$ cat src/rtl/alu_pkg.sv
// Shared ALU definitions: FSM states and op encodings
// for the iterative adder/subtractor.
package alu_pkg;

  typedef enum logic [1:0] {
    ST_IDLE,
    ST_CALC,
    ST_DONE
  } add_state_t;

  localparam logic ALU_OP_ADD = 1'b0;
  localparam logic ALU_OP_SUB = 1'b1;

endpackage

$ cat src/rtl/cla_slice.sv
// Combinational SLICE-bit carry-lookahead adder slice.
// Produces sum, carry out and the carry into its top bit.
module cla_slice #(
  parameter int SLICE = 4
) (
  input  logic [SLICE-1:0] a,
  input  logic [SLICE-1:0] b,
  input  logic             cin,
  output logic [SLICE-1:0] s,
  output logic             cout,
  output logic             c_msb
);

  logic [SLICE-1:0] w_g;
  logic [SLICE-1:0] w_p;
  logic [SLICE:0]   w_c;

  assign w_g = a & b;
  assign w_p = a ^ b;

  // c[i+1] = G[i:0] | P[i:0]&cin, flattened per bit
  always_comb begin
    logic t;
    logic pp;
    t      = 1'b0;
    pp     = 1'b0;
    w_c    = '0;
    w_c[0] = cin;
    for (int i = 0; i < SLICE; i++) begin
      t  = w_g[i];
      pp = w_p[i];
      for (int j = i - 1; j >= 0; j--) begin
        t  = t | (pp & w_g[j]);
        pp = pp & w_p[j];
      end
      w_c[i+1] = t | (pp & cin);
    end
  end

  assign s     = w_p ^ w_c[SLICE-1:0];
  assign cout  = w_c[SLICE];
  assign c_msb = w_c[SLICE-1];

endmodule

$ cat src/rtl/add_sub_iter.sv
// Iterative add/sub: one lookahead slice per cycle,
// LSB first, carry registered between slices.
module add_sub_iter
  import alu_pkg::*;
#(
  parameter int WIDTH = 32,
  parameter int SLICE = 4
) (
  input  logic             clk,
  input  logic             rst_n,
  input  logic             in_valid,
  output logic             in_ready,
  input  logic [WIDTH-1:0] a,
  input  logic [WIDTH-1:0] b,
  input  logic             cin,
  input  logic             sub,
  output logic             out_valid,
  input  logic             out_ready,
  output logic [WIDTH-1:0] res,
  output logic             cout,
  output logic             ovf,
  output logic             zero
);

  localparam int NSLICE = WIDTH / SLICE;
  localparam int CW =
    (NSLICE > 1) ? $clog2(NSLICE) : 1;
  localparam logic [CW-1:0] K_LAST =
    CW'(NSLICE - 1);

  add_state_t       r_state;
  add_state_t       w_nxt;
  logic [CW-1:0]    r_k;
  logic [WIDTH-1:0] r_a;
  logic [WIDTH-1:0] r_b;
  logic             r_c;
  logic [WIDTH-1:0] r_acc;
  logic [WIDTH-1:0] r_res;
  logic             r_cout;
  logic             r_ovf;
  logic             r_zero;

  logic [SLICE-1:0] w_sa;
  logic [SLICE-1:0] w_sb;
  logic [SLICE-1:0] w_s;
  logic             w_cout;
  logic             w_cmsb;
  logic             w_last;
  logic             w_take;
  logic [WIDTH-1:0] w_acc;

  assign w_sa   = r_a[int'(r_k)*SLICE +: SLICE];
  assign w_sb   = r_b[int'(r_k)*SLICE +: SLICE];
  assign w_last = (r_k == K_LAST);

  cla_slice #(
    .SLICE (SLICE)
  ) u_slice (
    .a     (w_sa),
    .b     (w_sb),
    .cin   (r_c),
    .s     (w_s),
    .cout  (w_cout),
    .c_msb (w_cmsb)
  );

  always_comb begin
    w_acc = r_acc;
    w_acc[int'(r_k)*SLICE +: SLICE] = w_s;
  end

  assign in_ready  = (r_state == ST_IDLE);
  assign out_valid = (r_state == ST_DONE);
  assign w_take    = in_valid && in_ready;

  always_comb begin
    w_nxt = r_state;
    unique case (r_state)
      ST_IDLE: if (w_take)    w_nxt = ST_CALC;
      ST_CALC: if (w_last)    w_nxt = ST_DONE;
      ST_DONE: if (out_ready) w_nxt = ST_IDLE;
      default:                w_nxt = ST_IDLE;
    endcase
  end

  always_ff @(posedge clk or negedge rst_n) begin
    if (!rst_n) r_state <= ST_IDLE;
    else        r_state <= w_nxt;
  end

  always_ff @(posedge clk or negedge rst_n) begin
    if (!rst_n) begin
      r_k    <= '0;
      r_a    <= '0;
      r_b    <= '0;
      r_c    <= 1'b0;
      r_acc  <= '0;
      r_res  <= '0;
      r_cout <= 1'b0;
      r_ovf  <= 1'b0;
      r_zero <= 1'b0;
    end else if (r_state == ST_IDLE) begin
      if (w_take) begin
        r_a <= a;
        r_b <= (sub == ALU_OP_SUB) ? ~b : b;
        r_c <= (sub == ALU_OP_SUB) ? 1'b1 : cin;
        r_k <= '0;
      end
    end else if (r_state == ST_CALC) begin
      r_acc <= w_acc;
      r_c   <= w_cout;
      if (w_last) begin
        r_res  <= w_acc;
        r_cout <= w_cout;
        r_ovf  <= w_cmsb ^ w_cout;
        r_zero <= (w_acc == '0);
      end else begin
        r_k <= r_k + CW'(1);
      end
    end
  end

  assign res  = r_res;
  assign cout = r_cout;
  assign ovf  = r_ovf;
  assign zero = r_zero;

endmodule

$ cat config.mk
export PLATFORM = sky130hd
export DESIGN_NAME = add_sub_iter
export DESIGN_NICKNAME = d
export VERILOG_FILES = /design/src/rtl/alu_pkg.sv /design/src/rtl/cla_slice.sv /design/src/rtl/add_sub_iter.sv
export SDC_FILE = /design/constraint.sdc
export NUM_CORES = 1
export LEC_CHECK = 0
export BUFFER_PORTS_ARGS = -buffer_cell sky130_fd_sc_hd__buf_2
export CAP_MARGIN = 25
export CORE_MARGIN = 2
export CORE_UTILIZATION = 30
export DETAILED_ROUTE_END_ITERATION = 7
export PLACE_DENSITY = 0.53
export SYNTH_ARGS = -nofsm -noshare
export SYNTH_HDL_FRONTEND = slang
export SYNTH_SLANG_ARGS = --single-unit
$ cat constraint.sdc
create_clock -name clk -period 6 [get_ports clk]
set_input_delay 1.8 -clock clk [delete_from_list [all_inputs] [get_ports clk]]
set_output_delay 1.8 -clock clk [all_outputs]
set_load 0.03 [all_outputs]
==> reports/metrics.sh <==
AREAGROWTHSYNTHTOFINISH_PCT=21.6
ANTENNA_VIOLATIONS_BEFORE_REPAIR=0
VIAS=4997
HOLD_PATH_CLASS='flip-flop to flip-flop'
CTS.HOLD.BUFFERS_ADDED=0
ANTENNA_DIODE_COUNT=0
CTS_SINKS=137
INITIAL_CORE_UTIL_PCT=30.7
SYNTH_EDF_COUNT=0
GRT_FIRST_PASS_WIRELENGTH_MM=27.1
SYNTH.AVG_CELL_AREA_UM2=10.6
FIRST_GLOBAL_VIAS=4921
DPL.HPWL_MM=11.7
MAX_SLEW_VIOLATIONS=0
CLOCK-ROOT-BUFFER='clkbuf_16'
TRITONCTS='built'
CRITPATHREQUIREDTIME_NS=6.32
CTS_BUFFERS=17
CLOCK_LATENCY_ON_THE_WORST_SKEW_PAIR_NS=0.42
CRITPATHKIND='flip-flop to flip-flop'
POST_CTS.REPAIR.SETUP_BUFFERS=0
CAP_VIOLATIONS=0
FLIP_FLOP_CELL_WITH_THE_HIGHEST_COUNT_AFTER_SYNTHESIS='dfrtp_1'
P_LEAK_nW=3.69
CRITPATHCAPTURETYPE='flip-flop'
WORST_CLOCK_SKEW_NS=0.00816
SYN-CELL-AREA_UM2=6750
SYN_NETS=717
GLOBAL_ROUTE_USAGE_OVER_ALL_LAYERS_PCT=14.5
GRT_SETUP_UNREPAIRED='no'
PORT_BUFFERS=106
DRC=0
FP.DIEAREA_UM2=23700
PLACEMENT_ROWS=54
DESIGN.CORE.AREA_UM2=22000
ANTENNA_NETS_POST_ROUTE=0
DRT_WL_TOTAL_MM=16.6
POSTLAYOUTCOREUTIL_PCT=37.4
GLOBAL_ROUTE.OVERFLOW_TOTAL=0
FINALHOLDVIOLCOUNT=0
CLKSLEWWORSTSETUPHOLDPATHS_NS=0.06
SHARE_OF_THE_CLOCK_PERIOD_USED_BY_THE_WORST_PATH_PCT=67.6
PIN_COUNT=107
DRTPASS1ITERATIONS=6
SYNTH.YOSYS.SEQ_AREA_SHARE_PCT=50.8
POST_ROUTE_CELLS_DRIVE_ABOVE_1_SHARE_PCT=29.2
SYNTH_SEQ_CELLS=137
CP_DATA_ARRIVAL_TIME_NS=4.37
CP_MAX_FO=12
SYNTHARSTFLOPSHARE_PCT=100
DETAILEDROUTE.FIRSTITERATIONVIOLATIONS=333
FIN_NETS=813
YOSYS.CELL_TYPES.COUNT=53
LARGEST_NET_DEGREE_AT_THE_START_OF_GLOBAL_ROUTING=99
WORSTMARGINPINSLEW_NS=1.04
WL_PER_CELL_UM=16.2
YOSYS_WARNINGS=0
PLACE.GP.CONGESTION=0.805
POWER_DENSITY_nW_PER_UM2=666
FINALSETUPVIOLATIONS=0
AVGVIACOUNTPERCELL=4.88
FP.DIEW_UM=154
SYNTHCELLS=634
HOLD_PATH_DEPTH=2
POST_CTS_RESIZE_COUNT=0
SETUP.WORST_PATH.START_CLASS='flip-flop'
FIN_TNS_SETUP_NS=0
IR_WORST_VDD_uV=465
MAXIMUM_ROOT_TO_SINK_BUFFER_COUNT=2
DIE_HT_UM=154
MAX_CLOCK_FREQ_MHz=246
OUTCOME='complete, no violations'
MAXSLEWHEADROOM_PCT=29.7
CTS-HTREE-LEVELS=4
FIN_CRIT_NS=4.06
WORST-R2R-CELL-COUNT=11
synthesized netlist by cell type, types with 2 or more instances:
cell type	number	share of area, %
a211oi_1	2	0.22
a21o_1	3	0.33
a21oi_1	47	3.5
a22o_1	3	0.39
a22oi_1	4	0.45
and2_1	2	0.19
and3_1	3	0.28
buf_1	5	0.28
clkbuf_1	31	1.7
dfrtp_1	137	51
ha_1	12	2.2
inv_1	5	0.28
mux2_2	48	8.0
mux2i_1	11	1.6
mux4_2	16	5.3
nand2_1	87	4.8
nand2b_1	3	0.28
nand3_1	3	0.22
nand3b_1	4	0.45
nand4_1	2	0.19
nor2_1	59	3.3
nor2b_1	5	0.46
nor3_1	7	0.52
nor4_1	3	0.28
o21ai_0	57	4.2
o311ai_1	3	0.39
o31a_1	2	0.26
o31ai_1	4	0.45
or2_2	4	0.37
or3_1	3	0.28
or3b_2	2	0.26
xnor2_1	36	4.7
placed cells by master, fill, tap and decap left out, drive strengths merged, types with 6 or more instances in the layout:
| cell type | netlist | final |
|---|---|---|
| dfrtp | 137 | 137 |
| buf | 6 | 115 |
| nand2 | 87 | 87 |
| nor2 | 59 | 59 |
| o21ai | 57 | 57 |
| mux2 | 48 | 48 |
| a21oi | 47 | 47 |
| xnor2 | 36 | 36 |
| clkbuf | 32 | 21 |
| mux4 | 16 | 16 |
| ha | 12 | 12 |
| mux2i | 11 | 11 |
| nor3 | 7 | 7 |
| inv | 5 | 6 |
| clkinv | 1 | 6 |
through the flow:
stage          cell area [um2]  hold slack, ns  std cells  power [mW]  worst slack [ns]
4_1_cts                   8150           0.479       1021        5.47              1.93
5_1_grt                   8210           0.498       1023        5.88              1.66
3_3_place_gp              7530           0.459        987        4.38              1.72
6_report                  8210           0.470       1023        5.47              1.94
2_1_floorplan             6750           0.447        634        3.55              1.61
3_5_place_dp              7590           0.465        989        4.44              1.96
critical path, stage by stage, from the launching register on:
cell,delay [ns]
dfrtp_1,0.72
buf_16,0.24
mux4_2,0.50
nand2_1,0.08
nand2_1,0.13
ha_1,0.33
a211oi_1,0.09
nor3_1,0.53
nor2_1,0.21
a22o_1,0.30
or4b_1,0.53
o31ai_1,0.29
report_power, final:
part / switching (mW) / internal, mW / total, mW
logic: 1.74 / 1.13 / 2.87
clock network: 0.402 / 0.611 / 1.01
registers: 0.262 / 1.32 / 1.58
layout make-up:
type	count	area, um2
Fill cell	2183	13800
Sequential cell	137	3430
Timing Repair Buffer	115	684
Multi-Input combinational cell	453	3160
Clock inverter	11	124
Tap cell	280	350
Inverter	6	22.5
Clock buffer	21	440
path summary, 6_finish.rpt:
path | from | to | slack [ns]
max in group asynchronous | rst_n | r_b[31] | 3.46
setup / recovery | r_k[0] | zero | 1.94
hold / removal | res[30] | res[30] | 0.47
min in group asynchronous | rst_n | res[30] | 1.49
hold reg to reg | res[30] | res[30] | 0.47
setup reg to reg | r_k[0] | zero | 1.94
state kept, by name, indices dropped and copies added (netlist names), 2 cells and up:
| name | flops |
|---|---|
| r_acc | 32 |
| r_k | 3 |
| res | 32 |
| r_a | 32 |
| r_b | 32 |
| r_state | 2 |
kinds of logic after synthesis:
family	count (synthesis)	share of synthesized area, %
compound gates	134	11.3
mux	75	15.0
xor+xnor	37	4.80
flops	137	50.8
simple gates	194	13.1
buf+inv	44	2.48
fa+ha+maj	13	2.52
metal layers:
layer,GRT usage [%],vias up,part of all wire [%]
met5,0,-,0
met4,4.14,0,0.81
met3,3.38,13,5.3
met2,21.2,134,44
met1,21.4,2424,50
li1,-,2426,-
No activity file was read; power rests on OpenSTA's default activity.
